===== src/rtl/ctrl_spi_master.sv =====
`timescale 1ns / 1ps
// ctrl_spi_master
//   SPI master (mode 0, MSB first) that sends one frame of control values to the
//   analog-controls slave. CTRL_SS_n stays low for the whole frame. A frame is
//   LEAD (HALF cycles), 2*HALF cycles per bit, TRAIL (HALF cycles), then a GAP
//   of 2*HALF cycles with SS_n high. done pulses for one cycle at the end of GAP.
//
// Optional feature: define CTRL_SPI_CHECKSUM_EN to append one BITS-wide byte
//   after the last channel. It holds the sum of all channel values mod 2^BITS.
//   When the macro is undefined there is no checksum byte and no adder.
//
// Ports:
//   clk        in   single clock, rising edge
//   reset      in   asynchronous, active-high
//   ch_data    in   N_CH*BITS packed channel values, channel 0 in the MSBs
//   go         in   frame request, accepted only while idle
//   busy       out  high from frame acceptance until done
//   done       out  one-cycle pulse at the end of the inter-frame gap
//   CTRL_SCLK  out  SPI clock, idles low
//   CTRL_MOSI  out  SPI data
//   CTRL_SS_n  out  frame select, active low
module ctrl_spi_master #(
  parameter int BITS  = 8,
  parameter int N_CH  = 8,
  parameter int fCLK  = 50_000_000,
  parameter int fSCLK = 1_000_000
) (
  input  logic                 clk,
  input  logic                 reset,
  input  logic [N_CH*BITS-1:0] ch_data,
  input  logic                 go,
  output logic                 busy,
  output logic                 done,
  output logic                 CTRL_SCLK,
  output logic                 CTRL_MOSI,
  output logic                 CTRL_SS_n
);

  localparam int HALF = fCLK / (2 * fSCLK);
`ifdef CTRL_SPI_CHECKSUM_EN
  localparam int NBITS = (N_CH + 1) * BITS;
`else
  localparam int NBITS = N_CH * BITS;
`endif
  // Half-period counter must reach 2*HALF-1 for the gap.
  localparam int HW = $clog2(2 * HALF);
  localparam int BW = $clog2(NBITS + 1);

  if (HALF < 1 || 2 * HALF * fSCLK != fCLK) begin : g_bad_half
    $error("ctrl_spi_master: fCLK/(2*fSCLK) must be an integer >= 1");
  end

  typedef enum logic [2:0] {StIdle, StLead, StShift, StTrail, StGap} state_e;

  state_e           r_state;
  logic [HW-1:0]    r_hcnt;
  logic [BW-1:0]    r_bcnt;
  logic [NBITS-1:0] r_sreg;
  logic             r_sclk;
  logic             r_mosi;
  logic             r_ss_n;
  logic             r_busy;
  logic             r_done;

  state_e           w_state_nxt;
  logic [HW-1:0]    w_hcnt_nxt;
  logic [BW-1:0]    w_bcnt_nxt;
  logic [NBITS-1:0] w_sreg_nxt;
  logic             w_sclk_nxt;
  logic             w_mosi_nxt;
  logic             w_ss_n_nxt;
  logic             w_busy_nxt;
  logic             w_done_nxt;

  logic             w_hcnt_zero;
  logic             w_last_bit;
  logic             w_accept;
  logic [NBITS-1:0] w_frame;

  assign w_hcnt_zero = (r_hcnt == '0);
  assign w_last_bit  = (r_bcnt == BW'(1));
  assign w_accept    = go && !r_busy;

`ifdef CTRL_SPI_CHECKSUM_EN
  logic [BITS-1:0] w_csum;

  // Summed from the same ch_data value that is latched, so it matches the frame.
  always_comb begin
    w_csum = '0;
    for (int i = 0; i < N_CH; i++) begin
      w_csum = w_csum + ch_data[i*BITS +: BITS];
    end
  end

  assign w_frame = {ch_data, w_csum};
`else
  assign w_frame = ch_data;
`endif

  // State and datapath registers.
  always_ff @(posedge clk or posedge reset) begin
    if (reset) begin
      r_state <= StIdle;
      r_hcnt  <= '0;
      r_bcnt  <= '0;
      r_sreg  <= '0;
      r_sclk  <= 1'b0;
      r_mosi  <= 1'b0;
      r_ss_n  <= 1'b1;
      r_busy  <= 1'b0;
      r_done  <= 1'b0;
    end else begin
      r_state <= w_state_nxt;
      r_hcnt  <= w_hcnt_nxt;
      r_bcnt  <= w_bcnt_nxt;
      r_sreg  <= w_sreg_nxt;
      r_sclk  <= w_sclk_nxt;
      r_mosi  <= w_mosi_nxt;
      r_ss_n  <= w_ss_n_nxt;
      r_busy  <= w_busy_nxt;
      r_done  <= w_done_nxt;
    end
  end

  // Next-state logic.
  always_comb begin
    w_state_nxt = r_state;
    unique case (r_state)
      StIdle:  if (w_accept) w_state_nxt = StLead;
      StLead:  if (w_hcnt_zero) w_state_nxt = StShift;
      StShift: if (w_hcnt_zero && r_sclk && w_last_bit) w_state_nxt = StTrail;
      StTrail: if (w_hcnt_zero) w_state_nxt = StGap;
      StGap:   if (w_hcnt_zero) w_state_nxt = StIdle;
      default: w_state_nxt = StIdle;
    endcase
  end

  // Next values of the counters, shift register and registered outputs.
  always_comb begin
    w_hcnt_nxt = r_hcnt;
    w_bcnt_nxt = r_bcnt;
    w_sreg_nxt = r_sreg;
    w_sclk_nxt = r_sclk;
    w_mosi_nxt = r_mosi;
    w_ss_n_nxt = r_ss_n;
    w_busy_nxt = r_busy;
    w_done_nxt = 1'b0;
    unique case (r_state)
      StIdle: begin
        if (w_accept) begin
          w_sreg_nxt = w_frame;
          w_bcnt_nxt = BW'(NBITS);
          w_hcnt_nxt = HW'(HALF - 1);
          w_ss_n_nxt = 1'b0;
          w_sclk_nxt = 1'b0;
          w_mosi_nxt = w_frame[NBITS-1];
          w_busy_nxt = 1'b1;
        end
      end
      StLead: begin
        if (w_hcnt_zero) begin
          w_sclk_nxt = 1'b1;
          w_hcnt_nxt = HW'(HALF - 1);
        end else begin
          w_hcnt_nxt = r_hcnt - 1'b1;
        end
      end
      StShift: begin
        if (w_hcnt_zero) begin
          w_hcnt_nxt = HW'(HALF - 1);
          if (r_sclk) begin
            // Falling edge: advance to the next bit, except after the last one.
            w_sclk_nxt = 1'b0;
            w_bcnt_nxt = r_bcnt - 1'b1;
            if (!w_last_bit) begin
              w_sreg_nxt = r_sreg << 1;
              w_mosi_nxt = r_sreg[NBITS-2];
            end
          end else begin
            w_sclk_nxt = 1'b1;
          end
        end else begin
          w_hcnt_nxt = r_hcnt - 1'b1;
        end
      end
      StTrail: begin
        if (w_hcnt_zero) begin
          w_ss_n_nxt = 1'b1;
          w_hcnt_nxt = HW'(2 * HALF - 1);
        end else begin
          w_hcnt_nxt = r_hcnt - 1'b1;
        end
      end
      StGap: begin
        if (w_hcnt_zero) begin
          w_done_nxt = 1'b1;
          w_busy_nxt = 1'b0;
        end else begin
          w_hcnt_nxt = r_hcnt - 1'b1;
        end
      end
      default: begin
        w_hcnt_nxt = '0;
        w_bcnt_nxt = '0;
        w_sclk_nxt = 1'b0;
        w_ss_n_nxt = 1'b1;
        w_busy_nxt = 1'b0;
      end
    endcase
  end

  assign busy      = r_busy;
  assign done      = r_done;
  assign CTRL_SCLK = r_sclk;
  assign CTRL_MOSI = r_mosi;
  assign CTRL_SS_n = r_ss_n;

endmodule

===== config.mk =====
export PLATFORM = sky130hd
export DESIGN_NAME = ctrl_spi_master
export DESIGN_NICKNAME = d
export VERILOG_FILES = /design/src/rtl/ctrl_spi_master.sv
export SDC_FILE = /design/constraint.sdc
export NUM_CORES = 1
export LEC_CHECK = 0
export BUFFER_PORTS_ARGS = -buffer_cell sky130_fd_sc_hd__buf_2
export CORE_MARGIN = 5
export CORE_UTILIZATION = 60
export DETAILED_ROUTE_END_ITERATION = 7
export PLACE_DENSITY = 0.85
export SYNTH_ARGS = -nofsm -noshare
export SYNTH_HDL_FRONTEND = slang
export SYNTH_SLANG_ARGS = --single-unit

===== constraint.sdc =====
create_clock -name clk -period 6.2 [get_ports clk]
set_input_delay 0.93 -clock clk [delete_from_list [all_inputs] [get_ports clk]]
set_output_delay 0.93 -clock clk [all_outputs]
set_load 0.01 [all_outputs]

==> impl.org, run 1 <==
** Detailed routing
- In the routed layout, each cell is associated on average with a via count of 5.98.
- Total iterations of the first detailed-routing run :: 5
- In the final routed layout, each cell accounts on average for 15.7 µm.
- First-iteration detailed-routing DRC count :: 241
- In this run the remaining antenna-violating nets after routing total 0.
- Summing over every cut layer, the via total after detailed routing is 3504.
- In the routed design, unresolved DRC markers number 0.
- Wirelength, routed :: 9.18 mm

** Timing
- The clock period could shrink to 3.51 ns.
- Based on the critical path, the design can be clocked at up to 0.285 GHz.
- Unrepaired setup endpoints after global routing :: false
- The final number of max-transition violations is 0.
- In the final timing run, aggregate negative setup slack is 0 ns.
- Final count of hold timing violations :: 0
- Final setup violating endpoints :: 0
- Period utilisation layout :: 0.566
- Setup clock skew after layout :: 0.0108 ns
- Headroom to the max-slew limit came out at 0.214.
- At the pin with the least slew margin, the transition time is 1.18 ns.

** Synth
- Syn avg cell area :: 9.86 µm²
- Proportion of synthesized chip area in sequential cells :: 0.489
- The number of nets in the synthesized netlist is 506.
- For this run, the leading register cell type out of synthesis is sky130_fd_sc_hd__dfrtp_1.
- Yosys printed 0 warnings.
- Distinct cell type count after synthesis :: 45
- The synthesized design contains 0 enable-type register cells.
- Synthesized instance count :: 436
- Synthesized area :: 0.00430 mm²
- Synthesis inferred 84 register bits.
- Counting flops with an async set or reset pin after synthesis yields a share of 1.00.

** Setup path
- Across all register-to-register paths, the minimum setup slack is 2.69 ns.
- STA puts the critical path data required time at 6.37 ns.
- STA classifies the critical path endpoint as a flip-flop.
- Data arrival time of the critical path :: 3.68 ns
- On the critical path, the stage with the largest delay is an instance of sky130_fd_sc_hd__and2_2.
- Kind of launch point of the worst setup path :: flip-flop
- Cells traversed along the worst timing path :: inv_1, ha_1, nand2b_1, or3_4, o21ai_4, buf_4, and2_2, a21oi_1
- Critical path start-end classification :: reg2reg
- Along the worst path, the maximum fanout reaches 64.
- In this design, the stage delay of the slowest critical-path cell is 1.03 ns.

** Cells and area
- Footprint of the multi-input gates :: 0.00198 mm²
- Net count of the finished layout :: 555
- Fraction of final layout cells with drive strength greater than 1 :: 0.204
- For this run, the number of standard cells in the final layout without fillers is 586.
- Fillers :: 488
- Measured on the finished design, the core utilization comes to 0.704.
- P&R area growth vs syn :: 12.6%
- The repair_antennas step left the layout with diodes totalling 0.
- Across the whole layout, storage elements account for 0.00211 mm².

** CTS
- Number of sinks handled by clock tree synthesis :: 84
- After clock tree synthesis, the setup repair step added 0 buffers.
- At the later pin of the worst-skew pair, clock insertion delay measures 0.34 ns.
- TritonCTS created 9 clock buffers.
- For this design, the CTS-stage hold fixing added 0 buffers.
- In this run, post-CTS repair resized a total of 0 instances.
- TritonCTS clock tree :: built
- No sink is reached through more buffers than the 2 on the longest clock path.
- Clock-pin slew on the worst setup and hold paths :: 0.08 ns
- The root buffer cell chosen for the clock tree is sky130_fd_sc_hd__clkbuf_8.
- CTS H-tree lvls :: 3

** Global routing
- Entering global routing, the biggest net connects 85 pins.
- In the global route stage, overall resource usage came out at 0.216.
- The first global-routing pass estimated 15.5 mm of wire.
- Total congestion overflow :: 0
- Number of global-route vias before repair :: 3324
- The initial antenna violation count is 0.

** Floorplan
- From bottom edge to top edge, the die measures 94.6 µm.
- The initial utilization of the core area, before any placement, comes to 0.626.
- Width of the die :: 94.6 µm
- Core region area :: 0.00687 mm²
- During I/O placement, the number of pins put on the boundary was 72.
- The floorplan has 30 rows.
- The die covers 0.00896 mm².

** Power and ir drop
- PnR Total Power :: 2.19 mW
- The analysis attributes to cell leakage a power of 2.26 nW.
- Areal power density over the cells :: 452 mW/mm²
- Worst IR drop on VDD :: 0.269 mV

** Hold path
- Hold Path Class :: reg2reg

** Placed design
- Routability cong. :: 0.787
- Once placement completed, the tool counted placed cells totaling 570.
- Port buffer count :: 71
- Detailed Place HPWL :: 5.79 mm

** Status
- Status :: complete, no violations

** Job
- Max-cap violations in this run came to 0.
where the power goes:
group	total (mW)	internal [mW]	switching (mW)	leakage, nW
Sequential	0.929	0.773	0.156	1.12
Combinational	0.838	0.358	0.480	1.02
Clock	0.421	0.236	0.185	0.113
Total	2.19	1.37	0.820	2.26
sequential cells by signal, indices dropped and copies added (netlist names):
register,cells
r_sreg,63
r_hcnt,6
r_bcnt,7
r_state,3
CTRL_SS_n,1
CTRL_MOSI,1
busy,1
done,1
CTRL_SCLK,1
Yosys cell counts, types with 3 or more instances:
master | instances | area (µm²)
sky130_fd_sc_hd__a21o_1 | 3 | 22.5
sky130_fd_sc_hd__a21oi_1 | 136 | 681
sky130_fd_sc_hd__a31oi_1 | 5 | 31.3
sky130_fd_sc_hd__and3_1 | 3 | 18.8
sky130_fd_sc_hd__buf_2 | 6 | 30.0
sky130_fd_sc_hd__buf_6 | 6 | 67.6
sky130_fd_sc_hd__clkbuf_1 | 23 | 86.3
sky130_fd_sc_hd__dfrtp_1 | 83 | 2080
sky130_fd_sc_hd__ha_1 | 3 | 37.5
sky130_fd_sc_hd__inv_1 | 7 | 26.3
sky130_fd_sc_hd__mux2i_1 | 65 | 651
sky130_fd_sc_hd__nand2_1 | 19 | 71.3
sky130_fd_sc_hd__nand2b_1 | 4 | 25.0
sky130_fd_sc_hd__nand3_1 | 4 | 20.0
sky130_fd_sc_hd__nor2_1 | 15 | 56.3
sky130_fd_sc_hd__nor3_1 | 6 | 30.0
sky130_fd_sc_hd__o21ai_0 | 10 | 50.1
sky130_fd_sc_hd__o22ai_1 | 3 | 18.8
metal layers:
metal  track usage  share of wire  up-vias
li1              -              -     1685
met1         0.286           0.44     1700
met2         0.349           0.49      107
met3        0.0446          0.062       12
met4        0.0805          0.012        0
met5             0              0        -
kinds of logic after synthesis:
group / count (synthesis) / synth area share
buffers and inverters: 44 / 0.0515
and+or+nand+nor: 65 / 0.0748
muxes: 66 / 0.154
adders and majority gates: 3 / 0.00873
xor gates and xnor gates: 1 / 0.00204
DFF: 84 / 0.489
AOI/OAI and AO/OA: 173 / 0.220
critical path, delay by kind of cell, from the launching register on:
family,cells,cell delay [ns]
compound gates,2,0.29
fa+ha+maj,1,0.31
buf+inv,2,0.63
flops,1,0.45
simple gates,3,1.64
stage by stage:
stage	setup WS (ns)	cell area, µm²	hold slack [ns]
finish	2.69	4840	0.474
global route	2.39	4840	0.519
CTS	2.67	4840	0.479
detailed placement	2.61	4620	0.467
global placement	2.72	4620	0.462
floorplan	3.11	4300	0.439
path summary, 6_finish.rpt:
| check | from | to | cells past startpoint |
|---|---|---|---|
| max in group asynchronous | reset | r_state[1] | 3 |
| hold reg to reg | r_hcnt[5] | r_hcnt[5] | 1 |
| setup / recovery | r_hcnt[0] | r_sreg[15] | 8 |
| min in group asynchronous | reset | r_sreg[41] | 3 |
| setup reg to reg | r_hcnt[0] | r_sreg[15] | 8 |
| hold / removal | r_hcnt[5] | r_hcnt[5] | 1 |
cell usage in the layout (no fill, tap or decap), types with 2 or more instances in the layout:
| cell type | n |
|---|---|
| sky130_fd_sc_hd__a21oi_1 | 136 |
| sky130_fd_sc_hd__dfrtp_1 | 82 |
| sky130_fd_sc_hd__buf_2 | 71 |
| sky130_fd_sc_hd__mux2i_1 | 65 |
| sky130_fd_sc_hd__nand2_1 | 19 |
| sky130_fd_sc_hd__nor2_1 | 14 |
| sky130_fd_sc_hd__o21ai_0 | 10 |
| sky130_fd_sc_hd__clkbuf_8 | 10 |
| sky130_fd_sc_hd__nor3_1 | 6 |
| sky130_fd_sc_hd__inv_1 | 6 |
| sky130_fd_sc_hd__a31oi_1 | 5 |
| sky130_fd_sc_hd__nand2b_1 | 4 |
| sky130_fd_sc_hd__clkinv_2 | 4 |
| sky130_fd_sc_hd__nand3_1 | 4 |
| sky130_fd_sc_hd__buf_4 | 4 |
| sky130_fd_sc_hd__and3_1 | 3 |
| sky130_fd_sc_hd__a21o_1 | 3 |
| sky130_fd_sc_hd__o22ai_1 | 3 |
| sky130_fd_sc_hd__ha_1 | 3 |
| sky130_fd_sc_hd__or3_1 | 2 |
| sky130_fd_sc_hd__o31ai_1 | 2 |
| sky130_fd_sc_hd__or2_2 | 2 |
| sky130_fd_sc_hd__a21boi_0 | 2 |
| sky130_fd_sc_hd__nor3b_1 | 2 |
| sky130_fd_sc_hd__a211oi_1 | 2 |
| sky130_fd_sc_hd__o41ai_1 | 2 |
| sky130_fd_sc_hd__bufinv_16 | 2 |
layout make-up:
type	instances	share of cell area
Clock inverter	5	0.0155
Timing Repair Buffer	75	0.0796
Multi-Input combinational cell	308	0.410
Clock buffer	11	0.0292
Tap cell	96	0.0248
Inverter	7	0.00569
Sequential cell	84	0.435
Note: power is estimated with default switching activity, not from simulation.
==> inputs of run 2 (changes only) <==
- ABC_AREA: not set -> 1
- CORE_UTILIZATION: 60 -> 57
- PLACE_DENSITY: 0.85 -> 0.81
- clock period: 6.2 -> 3.7 ns (I/O delays scaled with it)
==> run 2 against run 1 <==
  * Critical path depth down 1
  * Clock skew down 0.0013 ns
  * Register-to-register slack worse by 1.3 ns
  * Power down 27%
  * Utilization down 6.4 points
  * Worst setup slack worse by 1.3 ns
  * Highest routed layer unchanged
==> impl.org, run 2 <==
** Timing
- The count of endpoints failing setup in the final report was 0 (unchanged).
- The final period demand of the worst path was 2.32 ns (-1.18 ns).
- The post-route clock period utilization came to 0.628 (+0.0623).
- Unrepaired setup endpoints after global routing :: false
- The worst setup slack after layout was 1.38 ns (-1.32 ns).
- Setup TNS Final :: 0 ns (unchanged)
- Final count of hold timing violations :: 0 (unchanged)
- Setup clock skew after layout :: 0.00957 ns (-0.00127 ns)
- The worst relative slew slack is 0.527 (+0.313).
- The tightest hold margin is 0.173 ns (-0.301 ns).
- The transition at the pin with the smallest max-transition slack came to 0.710 ns (-0.469 ns).
- Highest Clock Rate :: 0.430 GHz (+51%)
- Total count of max-transition violations in the final report :: 0 (unchanged)

** Cells and area
- Top register by number of flip-flops :: r_sreg
- Leaving out fill and tap cells, the most frequent cell in the layout is sky130_fd_sc_hd__nand2_1.
- From synthesis to final layout, the design area changed by 11.0%.
- The fraction of the core area covered by cells at the end of the flow came to 0.641 (-0.0637).
- Inserted Diodes :: 0 (unchanged)
- Most used cells in the layout excluding fill and tap cells :: 397 x sky130_fd_sc_hd__nand2_1, 83 x sky130_fd_sc_hd__dfrtp_1, 71 x sky130_fd_sc_hd__buf_2, 67 x sky130_fd_sc_hd__nand3_1, 21 x sky130_fd_sc_hd__nor2_1
- The flip-flop count of the largest register after layout came to 63 (unchanged).
- Footprint of the multi-input gates :: 0.00227 mm² (+14%)
- In the final layout, the registers with the most flip-flops are r_sreg (63), r_bcnt (7), r_hcnt (6).
- Fillers :: 723 (+48%)
- Register Area :: 0.00210 mm² (-0.18%)
- Fraction of final layout cells with drive strength greater than 1 :: 0.160 (-0.0443)
- Net count of the finished layout :: 793 (+43%)

** Synth
- The sequential element share of the synthesized area came to 0.450 (-0.0392).
- Ranked by instance count, the synthesized netlist is headed by 397 x sky130_fd_sc_hd__nand2_1, 83 x sky130_fd_sc_hd__dfrtp_1, 67 x sky130_fd_sc_hd__nand3_1, 21 x sky130_fd_sc_hd__nor2_1, 19 x sky130_fd_sc_hd__inv_1.
- Synthesized instance count :: 668 (+53%)
- Primary flip-flop cell chosen by synthesis mapping :: sky130_fd_sc_hd__dfrtp_1
- The number of synthesized register bits was 84 (unchanged).
- Synthesized area :: 0.00467 mm² (+8.7%)
- Area share of the largest cell type after synthesis :: 0.445 (-0.0387)
- The mean area per synthesized cell came to 6.99 µm² (-29%).
- The post-synthesis net count is 738 (+46%).
- Largest area contributor in the netlist :: sky130_fd_sc_hd__dfrtp_1
- Distinct cell type count after synthesis :: 25 (-44%)
- Most used standard cell by instance count after synthesis :: sky130_fd_sc_hd__nand2_1
- Number of warnings issued by yosys :: 0 (unchanged)
- Proportion of register bits with asynchronous set or reset after synthesis :: 1.00 (unchanged)
- After synthesis, the cell types taking the most area are sky130_fd_sc_hd__dfrtp_1 44%, sky130_fd_sc_hd__nand2_1 32%, sky130_fd_sc_hd__nand3_1 7.2%, sky130_fd_sc_hd__nand3_2 2.1%, sky130_fd_sc_hd__buf_2 1.9%.
- EDFF count, synth :: 0 (unchanged)

** Detailed routing
- The overall via count from detail_route is 4230 (+21%).
- First-iteration detailed-routing DRC count :: 261 (+8.3%)
- Average wire length per cell after detail routing :: 12.0 µm (-23%)
- Wirelength, routed :: 10.0 mm (+9.0%)
- The iteration count of the initial detailed-routing pass was 5 (unchanged).
- The via count normalized by instance count is 5.09 (-15%).
- Post-route DRC :: 0 (unchanged)
- Detail Route Antenna Nets :: 0 (unchanged)

** Setup path
- Critical path's most frequent cell :: sky130_fd_sc_hd__nand2_1
- The critical path is of the reg2reg type.
- Slowest CP cell :: sky130_fd_sc_hd__o21ai_4
- Data arrival time of the critical path :: 2.55 ns (-1.13 ns)
- The peak per-stage delay on the critical path was 0.42 ns (-0.61 ns).
- The depth of the worst register-to-register path is 7 (-1).
- STA classifies the critical path endpoint as a flip-flop.
- STA classifies the critical path startpoint as a flip-flop.
- Traced cell by cell, the critical path runs through inv_1, ha_1, nand3_1, o21ai_4, nand2_4, nand2_1, nand2_1.
- The maximum net fanout on the critical path was 64 (unchanged).
- Required @ worst endpoint :: 3.93 ns (-2.44 ns)

** Global routing
- Number of antenna violations at the first check in global routing :: 0 (unchanged)
- Number of global-route vias before repair :: 4114 (+24%)
- The global-route usage over all layers was 0.209 (-0.00652).
- Pin count of the biggest net entering global routing :: 72 (-15%)
- The first-pass GRT wire length is 17.5 mm (+13%).
- Total congestion overflow :: 0 (unchanged)

** Placed design
- Port buffer count :: 71 (unchanged)
- The final RePlAce weighted congestion is 0.824 (+4.7%).
- Worst slack after detailed placement :: 1.41 ns (-1.20 ns)
- Detailed Place HPWL :: 6.64 mm (+15%)

** CTS
- TritonCTS built the clock tree.
- The number of hold buffers added after cts was 0 (unchanged).
- The number of gates given a new drive strength after cts is 0 (unchanged).
- The CTS sink count came to 84 (unchanged).
- The number of clock buffers inserted by TritonCTS was 9 (unchanged).
- Clock root buffer master :: sky130_fd_sc_hd__clkbuf_8
- The number of setup buffers added after CTS was 0 (unchanged).
- Max clock buf depth :: 2 (unchanged)
- Clock-pin slew on the worst setup and hold paths :: 0.08 ns (about the same)
- Worst-skew pair later-pin latency :: 0.34 ns (about the same)
- The level count of the clock H-tree came to 3 (unchanged).

** Floorplan
- The initial cell density of the core was 0.577 (-0.0484).
- The die footprint is 0.0101 mm² (+13%).
- The I/O pin total came to 72 (unchanged).
- Width of the die :: 101 µm (+6.2%)
- The height of the chip came to 101 µm (+6.2%).
- The number of placement rows is 33 (+10%).
- The placeable core area came to 0.00809 mm² (+18%).

** Power and ir drop
- The static leakage is 3.15 nW (+39%).
- Worst IR drop on VDD :: 0.193 mV (-28%)
- The power per unit of standard cell area was 310 mW/mm² (-31%).
- The total power after layout came to 1.61 mW (-27%).

** Job
- The number of max-cap violations was 0 (unchanged).

** Status
- The flow ran to the end, and the final reports show no timing, DRC or antenna violations.

** Hold path
- Hold Path Class :: in2async
## run 2: final timing paths
kind,startpoint,to,slack (ns)
worst min-delay path,reset,r_sreg[38],0.17
worst max register to register,r_hcnt[0],r_sreg[30],1.38
worst max-delay path,r_hcnt[0],r_sreg[30],1.38
worst min register to register,CTRL_SS_n,CTRL_SS_n,0.46
min in group clk,ch_data[0],r_sreg[0],0.45
max in group asynchronous,reset,r_hcnt[3],2.76
## run 2: cell type report
type	instances	area share
Clock buffer	12	0.0299
Clock inverter	2	0.00676
Tap cell	105	0.0253
Inverter	22	0.0162
Multi-Input combinational cell	528	0.438
Timing Repair Buffer	78	0.0787
Sequential cell	84	0.406
## run 2: worst max-delay path, delay by kind of cell, from the launching register on
kind / cells / cell delay, ns
buffers and inverters: 1 / 0.09
DFF: 1 / 0.40
adders and majority gates: 1 / 0.20
AOI/OAI and AO/OA: 1 / 0.42
and+or+nand+nor: 4 / 1.06
## run 2: stage by stage
stage,cells,cell area [µm²]
global placement,817,4990
finish,831,5180
detailed placement,817,4990
floorplan,668,4670
CTS,831,5180
global route,831,5180
## run 2: cell families after synthesis
family          count (synthesis)  share of synthesized area
fa+ha+maj                       3                    0.00804
xor+xnor                        7                     0.0131
simple gates                  505                      0.448
flops                          84                      0.450
buf+inv                        56                     0.0643
compound gates                 13                     0.0166
## run 2: metal layers
layer  up-vias  share of wire  track usage
met4         0          0.013       0.0819
met3        12          0.056       0.0339
met5         -              0            0
li1       2165              -            -
met2       121           0.48        0.355
met1      1932           0.45        0.268
## run 2: power breakdown
group	switching [mW]	total, mW	leakage [nW]	internal [mW]
combinational	0.0281	0.0536	1.90	0.0255
clock	0.296	0.637	0.0983	0.341
sequential	0	0.917	1.15	0.917
total	0.324	1.61	3.15	1.28
==> inputs of run 3 (changes only) <==
- clock period: 3.7 -> 2.17 ns (I/O delays scaled with it)
==> run 3 against run 2 <==
  * Non-clock buffer count up 3
  * Combinational power up 75%
  * Critical path depth unchanged
  * Critical path type unchanged
  * Largest cell class unchanged
==> impl.org, run 3 (same netlist as run 2, synthesis figures left out) <==
** Status
- Status :: complete, no violations

** Timing
- The final total negative setup slack came to 0 ns (unchanged).
- Transition at the pin with the smallest max-transition slack :: 0.658 ns (-0.0524 ns)
- Max transition margin :: 0.562 (+0.0350)
- Final setup violating endpoints :: 0 (unchanged)
- Highest Clock Rate :: 0.530 GHz (+23%)
- Period utilisation layout :: 0.870 (+0.242)
- Setup clock skew after layout :: 0.0131 ns (+0.00351 ns)
- Unrepaired setup endpoints after global routing :: false
- Total count of max-transition violations in the final report :: 0 (unchanged)
- The count of final hold-check violations was 0 (unchanged).
- The worst setup slack after layout was 0.283 ns (-1.09 ns).
- Post-layout min period :: 1.89 ns (-0.436 ns)

** CTS
- TritonCTS built the clock tree.
- Resize count post-CTS :: 0 (unchanged)
- The level count of the clock H-tree is 3 (unchanged).
- Hold_buf cts :: 0 (unchanged)
- Max clock buf depth :: 2 (unchanged)
- The number of setup buffers added after CTS was 0 (unchanged).
- The clock input transition at the sequential cells of the worst setup and hold paths was 0.08 ns (about the same).
- Clock root buffer master :: sky130_fd_sc_hd__clkbuf_8
- Number of sinks handled by clock tree synthesis :: 84 (unchanged)
- Worst-skew pair later-pin latency :: 0.36 ns (+0.02 ns)
- TritonCTS Buffers :: 9 (unchanged)

** Power and ir drop
- Logic pwr share :: 0.033 (about the same)
- Switching pwr :: 595 µW (+84%)
- Worst IR drop on VDD :: 0.268 mV (+39%)
- Part of the power in the clock network :: 0.424 (+0.028)
- Net switching fraction of the power :: 0.207 (+0.00522)
- Sequential fraction of design power :: 0.543 (-0.028)
- The power per unit of standard cell area was 547 mW/mm² (+76%).
- The static leakage was 3.18 nW (+0.92%).
- The internal power of the cells is 2.28 mW (+78%).

** Floorplan
- The die width was 101 µm (unchanged).
- The height of the chip came to 101 µm (unchanged).
- The number of placement rows is 33 (unchanged).
- Effective utilization at floorplan :: 0.577 (unchanged)
- The I/O pin total was 72 (unchanged).
- Core region area :: 0.00809 mm² (unchanged)
- The die footprint is 0.0101 mm² (unchanged).

** Detailed routing
- First-iteration detailed-routing DRC count :: 202 (-23%)
- Via count :: 4256 (+0.61%)
- Average wire length per cell after detail routing :: 11.9 µm (-0.88%)
- The final routed wirelength across all metal layers is 9.97 mm (-0.40%).
- Detail Route Antenna Nets :: 0 (unchanged)
- The number of remaining DRC errors came to 0 (unchanged).
- The iteration count of the initial detailed-routing pass is 4 (-1).
- The via count normalized by instance count was 5.10 (+0.13%).

** Global routing
- Total congestion overflow :: 0 (unchanged)
- The first-pass GRT wire length came to 17.0 mm (-3.1%).
- Number of antenna violations at the first check in global routing :: 0 (unchanged)
- The maximum number of pins on one net before global-route repair came to 85 (+18%).
- Number of global-route vias before repair :: 3951 (-4.0%)
- Global-route total usage across every layer :: 0.205 (-0.00380)

** Cells and area
- Fillers :: 723 (unchanged)
- The antenna diode count is 0 (unchanged).
- More flip-flops sit in one register than any other, and that register is r_sreg.
- Largest registers :: r_sreg (63), r_bcnt (7), r_hcnt (6)
- Fraction of final layout cells with drive strength greater than 1 :: 0.164 (+0.00460)
- The final standard cell count with taps included and fillers excluded is 835 (+0.48%).
- Largest register FFs :: 63 (unchanged)
- Leaving out fill and tap cells, the most frequent cell in the layout is sky130_fd_sc_hd__nand2_1.
- The count of nets after finishing was 796 (+0.38%).
- Most used cells in the layout excluding fill and tap cells :: 397 x sky130_fd_sc_hd__nand2_1, 83 x sky130_fd_sc_hd__dfrtp_1, 71 x sky130_fd_sc_hd__buf_2, 67 x sky130_fd_sc_hd__nand3_1, 21 x sky130_fd_sc_hd__nor2_1
- From synthesis to final layout, the design area changed by 12.6%.
- Post-route core utilization :: 0.650 (+0.00928)

** Setup path
- The maximum net fanout on the critical path came to 64 (unchanged).
- The data arrival time of the critical path was 2.13 ns (-0.42 ns).
- The cell that appears most often on the critical path is sky130_fd_sc_hd__nand2_1.
- Critical path start-end classification :: reg2reg
- Max stage delay on crit path :: 0.40 ns (-0.02 ns)
- Cells traversed along the worst timing path :: inv_1, ha_1, nand3_1, o21ai_4, nand2_4, nand2_1, nand2_1
- The worst setup path is launched from a flip-flop.
- In this run the critical register-to-register path is launched from r_hcnt[0].
- The data required time at the worst endpoint was 2.41 ns (-1.52 ns).
- STA classifies the critical path endpoint as a flip-flop.
- The most critical setup path has its startpoint at r_hcnt[0].
- Slowest CP cell :: sky130_fd_sc_hd__nand2_4

** Hold path
- Hold Path Class :: in2async

** Placed design
- The count of placed standard cells including taps is 820 (+0.37%).
- Worst slack after detailed placement :: 0.268 ns (-1.14 ns)
- Routability cong. :: 0.854 (+3.6%)
- Detailed Place HPWL :: 6.43 mm (-3.2%)
- Port buffer count :: 71 (unchanged)

** Job
- The number of max-cap violations is 0 (unchanged).
run 3: cell count changes in the layout (fill, tap and decap cells not counted), sizes merged:
cell	change
buf	+3
bufinv	+1
clkbuf	-1
clkinvlp	+1
run 3: routing by layer:
layer | track usage | wire length (µm)
met3 | 0.0464 | 572
met5 | 0 | 0
met4 | 0.0528 | 71
met1 | 0.275 | 4630
met2 | 0.339 | 4700
run 3: power by group through the flow:
stage	registers, mW	logic, mW	clock network (mW)
after CTS	1.56	0.0968	1.26
final	1.56	0.0940	1.22
after global routing	1.56	0.107	1.31
after floorplan	1.60	0.0232	0
after detailed placement	1.59	0.0959	0
after global placement	1.59	0.0947	0
run 3: area by class of cell:
cell class / instances / area [µm²] / share of cell area
multi-input combinational: 528 / 2270 / 0.431
sequential: 84 / 2100 / 0.400
timing repair buffer: 81 / 455 / 0.0866
clock buffer: 11 / 141 / 0.0269
tap: 105 / 131 / 0.0250
inverter: 22 / 86.3 / 0.0164
clock inverter: 4 / 73.8 / 0.0140
run 3: final timing paths:
path	endpoint	slack, ns	cells after the start
setup / recovery	r_sreg[58]	0.28	7
hold / removal	r_sreg[33]	0.09	3
hold reg to reg	r_sreg[12]	0.47	2
max in group asynchronous	CTRL_SS_n	1.74	3
setup reg to reg	r_sreg[58]	0.28	7
min in group clk	r_sreg[0]	0.22	3
run 3: per-stage QoR:
step / total power, mW / instance area (µm²) / hold slack, ns
finish: 2.88 / 5260 / 0.0866
global route: 2.98 / 5260 / 0.111
CTS: 2.92 / 5260 / 0.0933
detailed placement: 1.69 / 5040 / 0.457
global placement: 1.69 / 5040 / 0.450
floorplan: 1.62 / 4680 / 0.442
run 3: worst max-delay path, delay by kind of cell (launching register included):
kind                     cells  cell delay (ns)
flip-flops                   1             0.39
AO/OA/AOI/OAI                1             0.26
adder cells (fa/ha/maj)      1             0.20
AND/OR/NAND/NOR              4             0.84
buffers and inverters        1             0.08
